==> src/rtl/cond_eval_unit.sv <==
// ---------------------------------------------------------------------------
// cond_eval_unit
//
// Holds the architectural flag register and evaluates a stream of tagged
// branch-condition requests. Results are queued in a small in-order FIFO for
// the fetch/PC-update stage. A saturating counter tracks how many taken
// results the consumer has popped.
//
// Ports:
//   clk         clock, all logic on the rising edge
//   rst         synchronous active-high reset (priority over everything)
//   flag_we     load flag register this cycle
//   flag_wdata  new flags, [3]=Z [2]=C [1]=N [0]=V
//   req_valid   request present
//   req_ready   unit can accept a request (combinational)
//   req_cond    4-bit condition code
//   req_tag     request identifier, carried to the result
//   res_valid   FIFO head valid
//   res_ready   consumer takes the head
//   res_taken   head result, 1 = condition passed
//   res_tag     head tag
//   flush       discard buffered and same-cycle requests
//   flags_q     current flag register
//   fifo_count  number of buffered results
//   taken_cnt   saturating count of popped taken results
// ---------------------------------------------------------------------------
module cond_eval_unit #(
    parameter int DEPTH    = 4,
    parameter int TAG_W    = 4,
    parameter int CNT_W    = 16,
    parameter int NV_TAKEN = 0,
    parameter int FWD_EN   = 1
) (
    input  logic                       clk,
    input  logic                       rst,
    input  logic                       flag_we,
    input  logic [3:0]                 flag_wdata,
    input  logic                       req_valid,
    output logic                       req_ready,
    input  logic [3:0]                 req_cond,
    input  logic [TAG_W-1:0]           req_tag,
    output logic                       res_valid,
    input  logic                       res_ready,
    output logic                       res_taken,
    output logic [TAG_W-1:0]           res_tag,
    input  logic                       flush,
    output logic [3:0]                 flags_q,
    output logic [$clog2(DEPTH):0]     fifo_count,
    output logic [CNT_W-1:0]           taken_cnt
);

    localparam int AW = $clog2(DEPTH);
    localparam int CW = AW + 1;

    // Condition table evaluated against a [Z,C,N,V] flag vector.
    function automatic logic cond_pass(input logic [3:0] cond, input logic [3:0] f);
        logic z, c, n, v;
        z = f[3];
        c = f[2];
        n = f[1];
        v = f[0];
        case (cond)
            4'h0:    return z;
            4'h1:    return !z;
            4'h2:    return c;
            4'h3:    return !c;
            4'h4:    return n;
            4'h5:    return !n;
            4'h6:    return v;
            4'h7:    return !v;
            4'h8:    return c && !z;
            4'h9:    return !c || z;
            4'hA:    return n == v;
            4'hB:    return n != v;
            4'hC:    return !z && (n == v);
            4'hD:    return z || (n != v);
            4'hE:    return 1'b1;
            default: return (NV_TAKEN != 0);
        endcase
    endfunction

    logic [AW-1:0]    wr_ptr, rd_ptr;
    logic [AW-1:0]    wr_ptr_nxt, rd_ptr_nxt;
    logic [CW-1:0]    count_nxt;
    logic             mem_taken [DEPTH];
    logic [TAG_W-1:0] mem_tag   [DEPTH];

    logic             full;
    logic             push, pop;
    logic [3:0]       eff_flags;
    logic             new_taken;
    logic             head_from_req;
    logic             head_taken_nxt;
    logic [TAG_W-1:0] head_tag_nxt;

    // NOTE: every signal gets a default at the top of the block so no path
    // leaves one unassigned, which would otherwise infer a latch.
    always_comb begin
        full           = 1'b0;
        req_ready      = 1'b0;
        eff_flags      = flags_q;
        new_taken      = 1'b0;
        push           = 1'b0;
        pop            = 1'b0;
        rd_ptr_nxt     = rd_ptr;
        wr_ptr_nxt     = wr_ptr;
        count_nxt      = fifo_count;
        head_from_req  = 1'b0;
        head_taken_nxt = 1'b0;
        head_tag_nxt   = '0;

        full      = (fifo_count == CW'(DEPTH));
        // A full FIFO still accepts when the head leaves in the same cycle.
        req_ready = !rst && (!full || res_ready);

        if (FWD_EN != 0 && flag_we)
            eff_flags = flag_wdata;
        new_taken = cond_pass(req_cond, eff_flags);

        push = req_valid && req_ready && !flush;
        pop  = res_valid && res_ready && !flush;

        if (pop)
            rd_ptr_nxt = rd_ptr + 1'b1;
        if (push)
            wr_ptr_nxt = wr_ptr + 1'b1;

        case ({push, pop})
            2'b10:   count_nxt = fifo_count + CW'(1);
            2'b01:   count_nxt = fifo_count - CW'(1);
            default: count_nxt = fifo_count;
        endcase

        // The incoming entry becomes the next head only when the FIFO is
        // empty after this cycle's pop; storage is bypassed in that case.
        head_from_req  = push && (wr_ptr == rd_ptr_nxt);
        head_taken_nxt = head_from_req ? new_taken : mem_taken[rd_ptr_nxt];
        head_tag_nxt   = head_from_req ? req_tag   : mem_tag[rd_ptr_nxt];
    end

    // NOTE: sequential state uses non-blocking assignments so every register
    // samples pre-edge values regardless of statement order.
    always_ff @(posedge clk) begin
        if (rst) begin
            flags_q    <= '0;
            wr_ptr     <= '0;
            rd_ptr     <= '0;
            fifo_count <= '0;
            res_valid  <= 1'b0;
            res_taken  <= 1'b0;
            res_tag    <= '0;
            taken_cnt  <= '0;
        end else begin
            if (flag_we)
                flags_q <= flag_wdata;

            if (pop && res_taken && (taken_cnt != {CNT_W{1'b1}}))
                taken_cnt <= taken_cnt + 1'b1;

            if (flush) begin
                wr_ptr     <= '0;
                rd_ptr     <= '0;
                fifo_count <= '0;
                res_valid  <= 1'b0;
            end else begin
                wr_ptr     <= wr_ptr_nxt;
                rd_ptr     <= rd_ptr_nxt;
                fifo_count <= count_nxt;
                res_valid  <= (count_nxt != '0);
                // Head registers hold their value while nothing changes, so
                // the output stays stable during back-pressure.
                if (count_nxt != '0) begin
                    res_taken <= head_taken_nxt;
                    res_tag   <= head_tag_nxt;
                end
            end
        end
    end

    // NOTE: the storage array has no reset; occupancy is tracked by the
    // pointers and count, so stale contents are never observed.
    always_ff @(posedge clk) begin
        if (push) begin
            mem_taken[wr_ptr] <= new_taken;
            mem_tag[wr_ptr]   <= req_tag;
        end
    end

endmodule

==> config.mk <==
export PLATFORM = sky130hd
export DESIGN_NAME = cond_eval_unit
export DESIGN_NICKNAME = d
export VERILOG_FILES = /design/src/rtl/cond_eval_unit.sv
export SDC_FILE = /design/constraint.sdc
export NUM_CORES = 1
export LEC_CHECK = 0
export BUFFER_PORTS_ARGS = -buffer_cell sky130_fd_sc_hd__buf_2
export CELL_PAD_IN_SITES_DETAIL_PLACEMENT = 1
export CELL_PAD_IN_SITES_GLOBAL_PLACEMENT = 2
export CORE_UTILIZATION = 35
export CTS_CLUSTER_SIZE = 16
export DETAILED_ROUTE_END_ITERATION = 10
export PLACE_DENSITY = 0.87
export SLEW_MARGIN = 20
export SYNTH_ARGS = -nofsm -noshare
export SYNTH_HDL_FRONTEND = slang
export SYNTH_SLANG_ARGS = --single-unit
==> constraint.sdc <==
create_clock -name clk -period 8.8 [get_ports clk]
set_clock_uncertainty 0.2 [all_clocks]
set_input_delay 1.76 -clock clk [delete_from_list [all_inputs] [get_ports clk]]
set_output_delay 1.76 -clock clk [all_outputs]
set_load 0.01 [all_outputs]
==> impl_metrics.py <==
metrics = {
    "run_status": {
        "status": "finished clean",
    },
    "yosys": {
        "syn_nets": 271,
        "async_reset_ff_share_pct": 0,
        "yosysWarningCount": 0,
        "ys_types": 50,
        "synth_most_common_cell": "nor2_1",
        "ys_seq_area_share_pct": 48.9,
        "synth.largest_area_cell": "dfxtp_1",
        "ys_ff_latch": 53,
        "yosysTopAreaCellShare_pct": 25.6,
        "ys.flop_type": "dfxtp_1",
        "synth-edff-count": 20,
        "yosys-top-cells-area": "dfxtp_1, edfxtp_1, mux2i_1",
        "syn_area_per_cell_um2": 10.5,
        "synthCells": 246,
        "syn-cell-area_mm2": 0.00258,
        "synth_common_cells": "nor2_1, dfxtp_1, edfxtp_1, nand2_1, mux2i_1",
    },
    "cts": {
        "clkTransAtPathRegs_ns": 0.10,
        "cts_max_level": 2,
        "postCtsSetupBuffers": 0,
        "cts_tree": "done",
        "cts_made_buffers": 5,
        "root_buffer": "clkbuf_8",
        "clock_sinks": 53,
        "hold_buffers": 0,
        "clk_latency_ns": 0.30,
        "ctsLongestPathBuffers": 2,
        "cts_resized": 0,
    },
    "setup_path": {
        "required_ns": 8.82,
        "crit-reg2reg-launch": "fifo_count[0]$_SDFF_PP0_",
        "end_kind": "register",
        "worst-path-buf-inv": 2,
        "cp_max_fo": 28,
        "critPathSlowestCell": "a21oi_1",
        "cpPeakStageDelay_ns": 0.73,
        "criticalPathCategory": "input port to register",
        "r2r_setup_slack_ns": 5.23,
        "start_kind": "input port",
        "critPathLaunch": "rst",
        "cp.arrival_ns": 4.92,
        "cp_cell_sequence": "buf_2 > or2_1 > nor2_1 > inv_1 > ha_1 > fa_1 > xnor2_1 > nor2_1 > xnor2_1 > a21oi_1 > nor2_1 > a311oi_2",
        "critPathMostFrequentCell": "nor2_1",
        "path_delay_family": "compound AO/OA/AOI/OAI gates",
    },
    "cells_and_area": {
        "drive_gt1_share_pct": 21.4,
        "syn_to_final_growth_pct": 14.7,
        "antennaDiodeCount": 0,
        "fillerInstances": 818,
        "nets": 314,
        "fin_area_mm2": 0.00296,
    },
    "route": {
        "drtAntennaViolNets": 0,
        "firstDrtPassIters": 4,
        "wl_um": 5550,
        "route.detailed.drc": 0,
        "wl_per_cell_um": 14.4,
        "vias": 1952,
        "viasPerCell": 5.06,
        "drt_iter0_markers": 62,
    },
    "pwr": {
        "internal_power_mw": 0.332,
        "p_comb_share_pct": 8.8,
        "p_sw_share_pct": 23.9,
        "p_leak_nw": 1.21,
        "power_density_mw_per_mm2": 148,
        "vdd_ir_drop_max_uv": 55.6,
        "seq_power_share_pct": 59.9,
        "clkPwrFrac_pct": 31.3,
        "p_sw_mw": 0.104,
    },
    "floorplanning": {
        "core_mm2": 0.00694,
        "initial_core_util_pct": 37.1,
        "num_rows": 30,
        "ioPinCount": 48,
        "dieWidth_um": 87.8,
        "die_area_mm2": 0.00771,
        "die_h_um": 87.8,
    },
    "min_path": {
        "hp-class": "register to register",
        "min_from": "res_tag[2]$_SDFFE_PP0P_",
    },
    "timing": {
        "report.final.slew_viol_count": 0,
        "slew_headroom_pct": 37.8,
        "finalHoldViolCount": 0,
        "fin_crit_ns": 4.90,
        "period_share_pct": 55.6,
        "setup_violations": 0,
        "fin_setup_tns_ns": 0,
        "fin_ws_ns": 3.90,
        "worst_pin_slew_ns": 0.934,
        "fmax_mhz": 204,
        "rsz0062_at_grt": "no",
    },
    "place": {
        "portBuffers": 47,
        "place_area_mm2": 0.00287,
        "gp_congestion": 0.768,
        "post-place-ws_ns": 3.53,
        "hpwl_um": 4080,
    },
    "grt": {
        "antenna_found_initial": 0,
        "grt_pass1_wl_um": 9760,
        "gr-total-overflow": 0,
        "grt_max_degree": 29,
        "grt_pass1_vias": 2050,
        "grtUsageTotal_pct": 16.5,
    },
    "job": {
        "cap_violations": 0,
    },
}
worst reg2reg max path, delay by kind of cell (launching register included):
family / cells / cell delay [ns]
AO/OA/AOI/OAI: 3 / 1.27
adder cells (fa/ha/maj): 2 / 0.63
AND/OR/NAND/NOR: 4 / 0.54
flip-flops: 1 / 0.45
XOR/XNOR: 2 / 0.31
buffers and inverters: 1 / 0.08
path summary, 6_finish.rpt:
kind / end / cells after the start
hold / removal: res_tag[2]$_SDFFE_PP0P_ / 2
setup reg to reg: res_taken$_SDFFE_PP0P_ / 12
hold reg to reg: res_tag[2]$_SDFFE_PP0P_ / 2
setup / recovery: res_taken$_SDFFE_PP0P_ / 12
layout by cell type (no fill, tap or decap), types with 2 or more instances in the layout:
| master | synthesis | layout |
|---|---|---|
| a211o_1 | 5 | 5 |
| a211oi_1 | 5 | 5 |
| a21oi_1 | 6 | 6 |
| a311oi_1 | 4 | 4 |
| a31oi_1 | 2 | 2 |
| and2_1 | 5 | 5 |
| and3_1 | 2 | 2 |
| and4_1 | 6 | 6 |
| buf_2 | 3 | 47 |
| clkbuf_8 | 0 | 5 |
| dfxtp_1 | 33 | 33 |
| edfxtp_1 | 20 | 20 |
| ha_1 | 6 | 6 |
| inv_1 | 7 | 7 |
| mux2i_1 | 13 | 13 |
| nand2_1 | 16 | 16 |
| nand3_1 | 4 | 4 |
| nand4_1 | 4 | 4 |
| nand4b_1 | 3 | 3 |
| nor2_1 | 34 | 34 |
| nor2b_1 | 7 | 7 |
| nor3_1 | 3 | 3 |
| o21ai_0 | 5 | 5 |
| or3_1 | 4 | 4 |
| xnor2_1 | 10 | 10 |
| xor2_1 | 10 | 10 |
power by group through the flow:
stage          logic, mW  clock network [mW]  registers (mW)
2_1_floorplan     0.0256                   0           0.268
3_3_place_gp      0.0379                   0           0.267
3_5_place_dp      0.0390                   0           0.267
4_1_cts           0.0391               0.142           0.262
5_1_grt           0.0433               0.153           0.262
6_report          0.0383               0.136           0.262
layout make-up:
class | count | area, um^2 | share of cell area, %
tap | 96 | 120 | 4.06
sequential | 53 | 1260 | 42.7
multi-input combinational | 174 | 1220 | 41.2
timing repair buffer | 48 | 243 | 8.21
clock inverter | 2 | 13.8 | 0.466
clock buffer | 6 | 72.6 | 2.46
inverter | 7 | 26.3 | 0.889
flip-flops by register name, indices dropped and copies added, names as in the netlist:
signal	flops
taken_cnt	16
wr_ptr	2
rd_ptr	2
fifo_count	3
flags_q	4
res_valid	1
res_taken	1
mem_taken	4
mem_tag	16
res_tag	4
stage by stage:
stage	hold WS (ns)	total power [mW]	cells	utilization [%]
2_1_floorplan	0.310	0.294	246	-
3_3_place_gp	0.280	0.305	378	41.3
3_5_place_dp	0.294	0.306	378	41.3
4_1_cts	0.310	0.443	386	42.6
5_1_grt	0.351	0.458	386	42.6
6_report	0.300	0.436	386	42.6
layer usage:
layer / vias up / track usage (%) / part of all wire (%)
li1: 964 / - / -
met1: 952 / 20.6 / 47
met2: 32 / 28.8 / 49
met3: 4 / 2.83 / 2.8
met4: 0 / 5.37 / 1.1
met5: - / 0 / 0
cell families after synthesis:
kind of cell | synth area share, %
flops | 48.9
fa+ha+maj | 3.69
buf+inv | 3.79
compound gates | 10.5
simple gates | 19.6
xor+xnor | 7.43
mux | 6.07
No activity file was read; power rests on OpenSTA's default activity.
